===== config.mk =====
export PLATFORM = sky130hd
export DESIGN_NAME = ex_mem
export DESIGN_NICKNAME = d
export VERILOG_FILES = /design/src/rtl/ex_mem_pkg.sv /design/src/rtl/ex_mem.sv
export SDC_FILE = /design/constraint.sdc
export NUM_CORES = 1
export LEC_CHECK = 0
export CORE_AREA = 2 2 136 138
export CTS_CLUSTER_DIAMETER = 50
export DETAILED_ROUTE_END_ITERATION = 8
export DIE_AREA = 0 0 138 140
export HOLD_SLACK_MARGIN = 0.02
export PLACE_DENSITY = 0.86
export REMOVE_ABC_BUFFERS = 1
export SLEW_MARGIN = 20
export SYNTH_ARGS = -nofsm -noshare
export SYNTH_HDL_FRONTEND = slang
export SYNTH_SLANG_ARGS = --single-unit

===== constraint.sdc =====
create_clock -name clk -period 1.7 [get_ports clk]
set_clock_uncertainty 0.2 [all_clocks]
set_input_delay 0.17 -clock clk [delete_from_list [all_inputs] [get_ports clk]]
set_output_delay 0.17 -clock clk [all_outputs]
set_load 0.005 [all_outputs]

===== src/rtl/ex_mem_pkg.sv =====
// ex_mem_pkg: shared widths, stall-bus layout and stall-mode decode for the
// EX->MEM pipeline latch and its neighbours on the stall bus.
package ex_mem_pkg;

  localparam int REG_W      = 32;  // data / HI / LO width
  localparam int REG_ADDR_W = 5;   // register-file address width
  localparam int STEP_W     = 2;   // multi-cycle op step counter width
  localparam int STALL_W    = 6;   // pipeline stall bus width
  localparam int STAT_W     = 32;  // stall statistics counter width

  localparam int STALL_EX_BIT  = 3;
  localparam int STALL_MEM_BIT = 4;

  localparam logic WRITE_ENABLE  = 1'b1;
  localparam logic WRITE_DISABLE = 1'b0;

  typedef enum logic [1:0] {
    MODE_ADVANCE = 2'd0,
    MODE_BUBBLE  = 2'd1,
    MODE_HOLD    = 2'd2
  } stall_mode_e;

  // EX running means advance; EX stalled with MEM running leaves a hole in
  // MEM (bubble); both stalled freezes MEM. MEM stalled alone cannot occur on
  // a monotone stall bus and is treated as advance.
  function automatic stall_mode_e decode_stall(input logic [STALL_W-1:0] stall);
    stall_mode_e mode;
    if (!stall[STALL_EX_BIT])       mode = MODE_ADVANCE;
    else if (!stall[STALL_MEM_BIT]) mode = MODE_BUBBLE;
    else                            mode = MODE_HOLD;
    return mode;
  endfunction

endpackage


===== src/rtl/ex_mem.sv =====
// ex_mem: EX->MEM pipeline latch. Registers the EX result into MEM, obeys the
// stall bus (advance / bubble / hold) and keeps the MADD/MSUB scratch state
// (partial product and step count) alive while EX is stalled.
// Optional build macro EX_MEM_STALL_STAT_EN adds bubble_cnt / hold_cnt
// counters of bubble and hold cycles.
module ex_mem
  import ex_mem_pkg::*;
#(
  parameter int DATA_W  = REG_W,
  parameter int RADDR_W = REG_ADDR_W,
  parameter int CNT_W   = STEP_W
) (
  input  logic                 clk,
  input  logic                 rst,
  input  logic [STALL_W-1:0]   stall,
  input  logic [RADDR_W-1:0]   ex_wd,
  input  logic                 ex_wreg,
  input  logic [DATA_W-1:0]    ex_wdata,
  input  logic                 ex_whilo,
  input  logic [DATA_W-1:0]    ex_hi,
  input  logic [DATA_W-1:0]    ex_lo,
  input  logic [2*DATA_W-1:0]  hilo_i,
  input  logic [CNT_W-1:0]     cnt_i,
  output logic [RADDR_W-1:0]   mem_wd,
  output logic                 mem_wreg,
  output logic [DATA_W-1:0]    mem_wdata,
  output logic                 mem_whilo,
  output logic [DATA_W-1:0]    mem_hi,
  output logic [DATA_W-1:0]    mem_lo,
  output logic [2*DATA_W-1:0]  hilo_o,
  output logic [CNT_W-1:0]     cnt_o
`ifdef EX_MEM_STALL_STAT_EN
  ,
  output logic [STAT_W-1:0]    bubble_cnt,
  output logic [STAT_W-1:0]    hold_cnt
`endif
);

  stall_mode_e w_mode;

  logic [RADDR_W-1:0]  r_mem_wd;
  logic                r_mem_wreg;
  logic [DATA_W-1:0]   r_mem_wdata;
  logic                r_mem_whilo;
  logic [DATA_W-1:0]   r_mem_hi;
  logic [DATA_W-1:0]   r_mem_lo;
  logic [2*DATA_W-1:0] r_hilo;
  logic [CNT_W-1:0]    r_cnt;

  assign w_mode = decode_stall(stall);

  // MEM-side result latch: pass EX through, insert a non-writing bubble, or freeze.
  always_ff @(posedge clk) begin
    if (rst) begin
      r_mem_wd    <= '0;
      r_mem_wreg  <= WRITE_DISABLE;
      r_mem_wdata <= '0;
      r_mem_whilo <= WRITE_DISABLE;
      r_mem_hi    <= '0;
      r_mem_lo    <= '0;
    end else begin
      unique case (w_mode)
        MODE_ADVANCE: begin
          r_mem_wd    <= ex_wd;
          r_mem_wreg  <= ex_wreg;
          r_mem_wdata <= ex_wdata;
          r_mem_whilo <= ex_whilo;
          r_mem_hi    <= ex_hi;
          r_mem_lo    <= ex_lo;
        end
        MODE_BUBBLE: begin
          r_mem_wd    <= '0;
          r_mem_wreg  <= WRITE_DISABLE;
          r_mem_wdata <= '0;
          r_mem_whilo <= WRITE_DISABLE;
          r_mem_hi    <= '0;
          r_mem_lo    <= '0;
        end
        default: ;  // MODE_HOLD: keep MEM contents
      endcase
    end
  end

  // Multi-cycle scratch: only meaningful while EX is stalled; cleared otherwise
  // so a fresh MADD/MSUB always starts from zero.
  always_ff @(posedge clk) begin
    if (rst) begin
      r_hilo <= '0;
      r_cnt  <= '0;
    end else if (w_mode == MODE_ADVANCE) begin
      r_hilo <= '0;
      r_cnt  <= '0;
    end else begin
      r_hilo <= hilo_i;
      r_cnt  <= cnt_i;
    end
  end

  assign mem_wd    = r_mem_wd;
  assign mem_wreg  = r_mem_wreg;
  assign mem_wdata = r_mem_wdata;
  assign mem_whilo = r_mem_whilo;
  assign mem_hi    = r_mem_hi;
  assign mem_lo    = r_mem_lo;
  assign hilo_o    = r_hilo;
  assign cnt_o     = r_cnt;

`ifdef EX_MEM_STALL_STAT_EN
  logic [STAT_W-1:0] r_bubble_cnt;
  logic [STAT_W-1:0] r_hold_cnt;

  // Stall statistics: free-running, wrapping counts of bubble and hold cycles.
  always_ff @(posedge clk) begin
    if (rst) begin
      r_bubble_cnt <= '0;
      r_hold_cnt   <= '0;
    end else begin
      if (w_mode == MODE_BUBBLE) r_bubble_cnt <= r_bubble_cnt + 1'b1;
      if (w_mode == MODE_HOLD)   r_hold_cnt   <= r_hold_cnt + 1'b1;
    end
  end

  assign bubble_cnt = r_bubble_cnt;
  assign hold_cnt   = r_hold_cnt;
`endif

endmodule


Word-level counts from Yosys, hierarchy flattened --
Index checks and enable logic that the tools add are counted. Widths: inputs -> output; s select.
Storage, ports and cells: bits in registers 169, latch bits 0, RAM bits 0, ROM bits 0, input bits 177, output and inout bits 169, word-level logic and storage cells 20, memories 0
Operators by class: add/sub/neg operators 0, $mul 0, div/mod/pow operators 0, magnitude comparators 0, equality and inequality tests 1, shifts and indexed selects 0, multiplexer cells 8, bitwise logic cells 0, reductions and logical operators 3
Operators by type and width (number):
- $pmux 32 s2 | 3
- $pmux 5 s2 | 1
- $mux 2 | 2
- $pmux 1 s2 | 2
- $eq 2x1->1 const B | 1
- $logic_not 2->1 | 1
- $reduce_bool 2->1 | 1
- $reduce_or 2->1 | 1

Depth between registers and ports, before layout --
Gate-level depths: netlist (run 1).
depth after elaboration 4, depth in mapped cells 5, gate-level depth less buffers 2

Least setup slack after synthesis (run 1) --
OpenSTA, ideal clock, no wires.
kind input port to flip-flop, start input port rst, end register r_mem_hi[14] (netlist: mem_hi[14]), library setup time 0.125 ns, data arrival time 0.825 ns, data required time 1.375 ns, slack 0.550 ns, stages 4, path buffers 3, path through buf_2 > buf_4 > buf_2 > a21oi_2
RTL lines:
- from (decl) | line ex_mem.sv:14 | input logic rst,
- to (signal assigned) | line ex_mem.sv:68 | r_mem_hi <= ex_hi;
- to (decl) | line ex_mem.sv:45 | logic [DATA_W-1:0] r_mem_hi;
No word-level cell between the ends.

Worst setup path after layout (run 1) --
start register r_mem_lo[10] (netlist: mem_lo[10]), end output port mem_lo[10]
RTL lines:
- from (decl) | line ex_mem.sv:46 | logic [DATA_W-1:0] r_mem_lo;
- from (signal assigned) | line ex_mem.sv:69 | r_mem_lo <= ex_lo;
- to (decl) | line ex_mem.sv:29 | output logic [DATA_W-1:0] mem_lo,
No word-level cell between the ends.

==> results of run 1 <==
## what timing repair did
item	CTS	global route
pin swaps	0	0
buffers inserted	0	1
endpoints found under the hold margin	20	0
setup endpoints to repair	15	54
hold buffers	3	0
gates cloned	0	0
resized for setup	15	53
## flip-flops by register name, indices dropped and copies added (netlist names)
signal	cells
mem_wreg	1
mem_lo	32
mem_whilo	1
mem_wdata	32
hilo_o	64
cnt_o	2
mem_hi	32
mem_wd	5
## cells in the final DEF, fill, tap and decap left out, types with 3 or more instances in the layout
| cell | Yosys | layout |
|---|---|---|
| dfxtp_2 | 0 | 20 |
| and2_1 | 66 | 66 |
| nand3_1 | 10 | 10 |
| dlymetal6s2s_1 | 0 | 36 |
| buf_12 | 9 | 6 |
| bufinv_16 | 0 | 3 |
| a21oi_1 | 10 | 10 |
| nand2b_1 | 96 | 96 |
| inv_6 | 0 | 5 |
| nand3_2 | 86 | 86 |
| dlygate4sd3_1 | 0 | 3 |
| a32o_1 | 7 | 7 |
| buf_4 | 2 | 11 |
| dfxtp_1 | 169 | 149 |
| inv_8 | 0 | 4 |
| clkbuf_16 | 0 | 17 |
| a21oi_2 | 86 | 86 |
| clkdlybuf4s50_1 | 0 | 290 |
| dlygate4sd2_1 | 0 | 12 |
## synthesized netlist by cell type (2+ instances only)
library cell and instances:
buf_12 9, buf_4 2, a21oi_1 10, buf_6 10, a32o_1 7, nand3_1 10, dfxtp_1 169, and2_1 66
nand2b_1 96, buf_2 21, a21oi_2 86, clkbuf_1 9, nand3_2 86
## layout make-up
class	instances	area (um^2)
fillers	1478	6922
repair buffers	359	3702
flip-flops and latches	169	3408
multi-input cells	364	2829
clock buffers	18	429.2
well taps	229	286.5
clock inverters	14	202.7
## power breakdown
| group | total (W) | leakage (nW) | switching (W) | internal (W) |
|---|---|---|---|---|
| registers | 0.00423 | 1.40 | 0.0000881 | 0.00414 |
| logic | 0.00132 | 2.67 | 0.000497 | 0.000821 |
| clock network | 0.00415 | 0.307 | 0.00176 | 0.00239 |
## logic make-up (layout without fill, tap and decap cells)
| group | count (synthesis) | count (layout) | synth area share (%) |
|---|---|---|---|
| AO/OA/AOI/OAI | 103 | 103 | 13.10 |
| AND/OR/NAND/NOR | 261 | 261 | 29.25 |
| buffers and inverters | 52 | 391 | 6.923 |
| flip-flops | 169 | 169 | 50.73 |
## metal layers
metal | wire [um] | share of wire, %
met5 | 0 | 0
met4 | 464 | 2.5
met3 | 1488 | 7.9
met2 | 9596 | 51
met1 | 7288 | 39
## through the flow
stage / instance area (um^2) / instances / setup slack (ps) / power, W
3_5_place_dp: 10090 / 1117 / 264.8 / 0.005660
3_3_place_gp: 10090 / 1117 / 291.6 / 0.005633
4_1_cts: 10740 / 1152 / 2.946 / 0.009836
5_1_grt: 10860 / 1153 / 0.008549 / 0.01011
6_report: 10860 / 1153 / 36.81 / 0.009702
2_1_floorplan: 6207 / 533 / 207.2 / 0.004605
## final timing paths
kind                                 start         end  slack, ps
worst min register to register   mem_lo[8]   mem_lo[8]        260
worst max register to register  mem_hi[13]  mem_hi[13]        790
worst min-delay path            hilo_i[42]  hilo_o[42]        100
worst max-delay path            mem_lo[10]  mem_lo[10]         40
==> qor.yml, run 1 <==
critical_path:
  crit_type: "flip-flop to output pin"
  cp_slowest_cell: "clkdlybuf4s50_1"
  worstPathArrival_ps: 1290
  required_ps: 1330
  cp.depth: 1
  reg2regPathDepth: 3
  cp_max_fo: 2
  slowest_delay_ps: 530
  crit_family: "buffers and inverters"
  crit_path_cell_trace: "clkdlybuf4s50_1"
  cp-start-kind: "flip-flop"
  crit_buf_inv: 1
  end_kind: "output pin"
grt:
  gr-total-overflow: 0
  grt_use_met1_pct: 20.72
  antenna_found_initial: 0
  grt_usage_pct: 19.16
  grt_busiest_layer: "met2"
  grt_pass1_wl_mm: 29.18
  first_global_vias: 5394
  grt_max_degree: 67
  met3_usage_pct: 7.248
  grt_use_met2_pct: 33.98
power:
  ir_worst_vdd_mv: 0.6363
  p_leak_nw: 4.370
  power_density_nw_per_um2: 893.6
placed_design:
  gp_congestion: 0.7755
  port_buffers: 341
  dpl.hpwl_mm: 13.94
floorplan:
  die_h_um: 140
  start_util_pct: 37.51
  die_area_um2: 19320
  die_w_um: 138
  io_pins: 346
  coreArea_um2: 17780
  rows: 49
layout:
  diodes: 0
  layout-drive-gt1-share_pct: 26.30
  final_core_util_pct: 61.07
  final_nets: 1088
  syn_to_final_growth_pct: 62.81
logic_synthesis:
  synth_edf_count: 0
  netlist_top_cells_area: "dfxtp_1 (51%), nand3_2 (13%), a21oi_2 (11%)"
  synth-main-ff-cell: "dfxtp_1"
  syn_area_um2: 6669
  post-synth-top-area-fraction_pct: 50.73
  ys_warn_count: 0
  synthArstFlopShare_pct: 0
  synthCells: 585
  syn-mean-instance-area_um2: 11.40
  synth_seq_area_share_pct: 50.73
  yosys.area.top_type: "dfxtp_1"
  ys_types: 17
  ys_ff_latch: 169
drt:
  routed_wl_mm: 18.84
  via_per_inst: 4.610
  wl_per_cell_um: 16.34
  drt_iter0_markers: 185
  drtAntennaViolNets: 0
  drc_errors: 0
  num_vias: 5315
  firstDrtPassIters: 4
sta:
  tightest_slew_ps: 539.5
  max_freq_ghz: 0.6013
  setup_violations: 0
  finalHoldViolations: 0
  tns_ps: 0
  period_share_pct: 97.83
  period_needed_ps: 1663
  slew_viol_final: 0
  grt_setup_unrepaired: "no"
  slew_headroom_pct: 63.96
  fin_hold_ws_ps: 95.25
hold_path:
  min_path_type: "input port to flip-flop"
  holdPathStages: 2
clocking:
  clock_path_buffers: 2
  clkTransAtPathRegs_ps: 70
  cts_made_buffers: 17
  clkLatencyLatePin_ps: 420
  cts_max_level: 4
  cts_sinks: 169
  cts-root-buf: "clkbuf_16"
  cts_tree: "built"
job:
  max_cap_violations: 0
outcome:
  status: "complete, no violations"
No activity file was read; power rests on OpenSTA's default activity.
==> inputs of run 2 (changes only) <==
--- a/config.mk
+++ b/config.mk
@@ -9,6 +9,7 @@
 export CTS_CLUSTER_DIAMETER = 50
 export DETAILED_ROUTE_END_ITERATION = 8
 export DIE_AREA = 0 0 138 140
+export GPL_ROUTABILITY_DRIVEN = 0
 export HOLD_SLACK_MARGIN = 0.02
 export PLACE_DENSITY = 0.86
 export REMOVE_ABC_BUFFERS = 1
==> results of run 2 <==
The final DEF is identical to that of run 1; final timing and power are the same.
==> inputs of run 3 (changes only) <==
--- a/config.mk
+++ b/config.mk
@@ -6,7 +6,6 @@
 export NUM_CORES = 1
 export LEC_CHECK = 0
 export CORE_AREA = 2 2 136 138
-export CTS_CLUSTER_DIAMETER = 50
 export DETAILED_ROUTE_END_ITERATION = 8
 export DIE_AREA = 0 0 138 140
 export GPL_ROUTABILITY_DRIVEN = 0
==> results of run 3 <==
The final DEF is identical to that of run 1; final timing and power are the same.
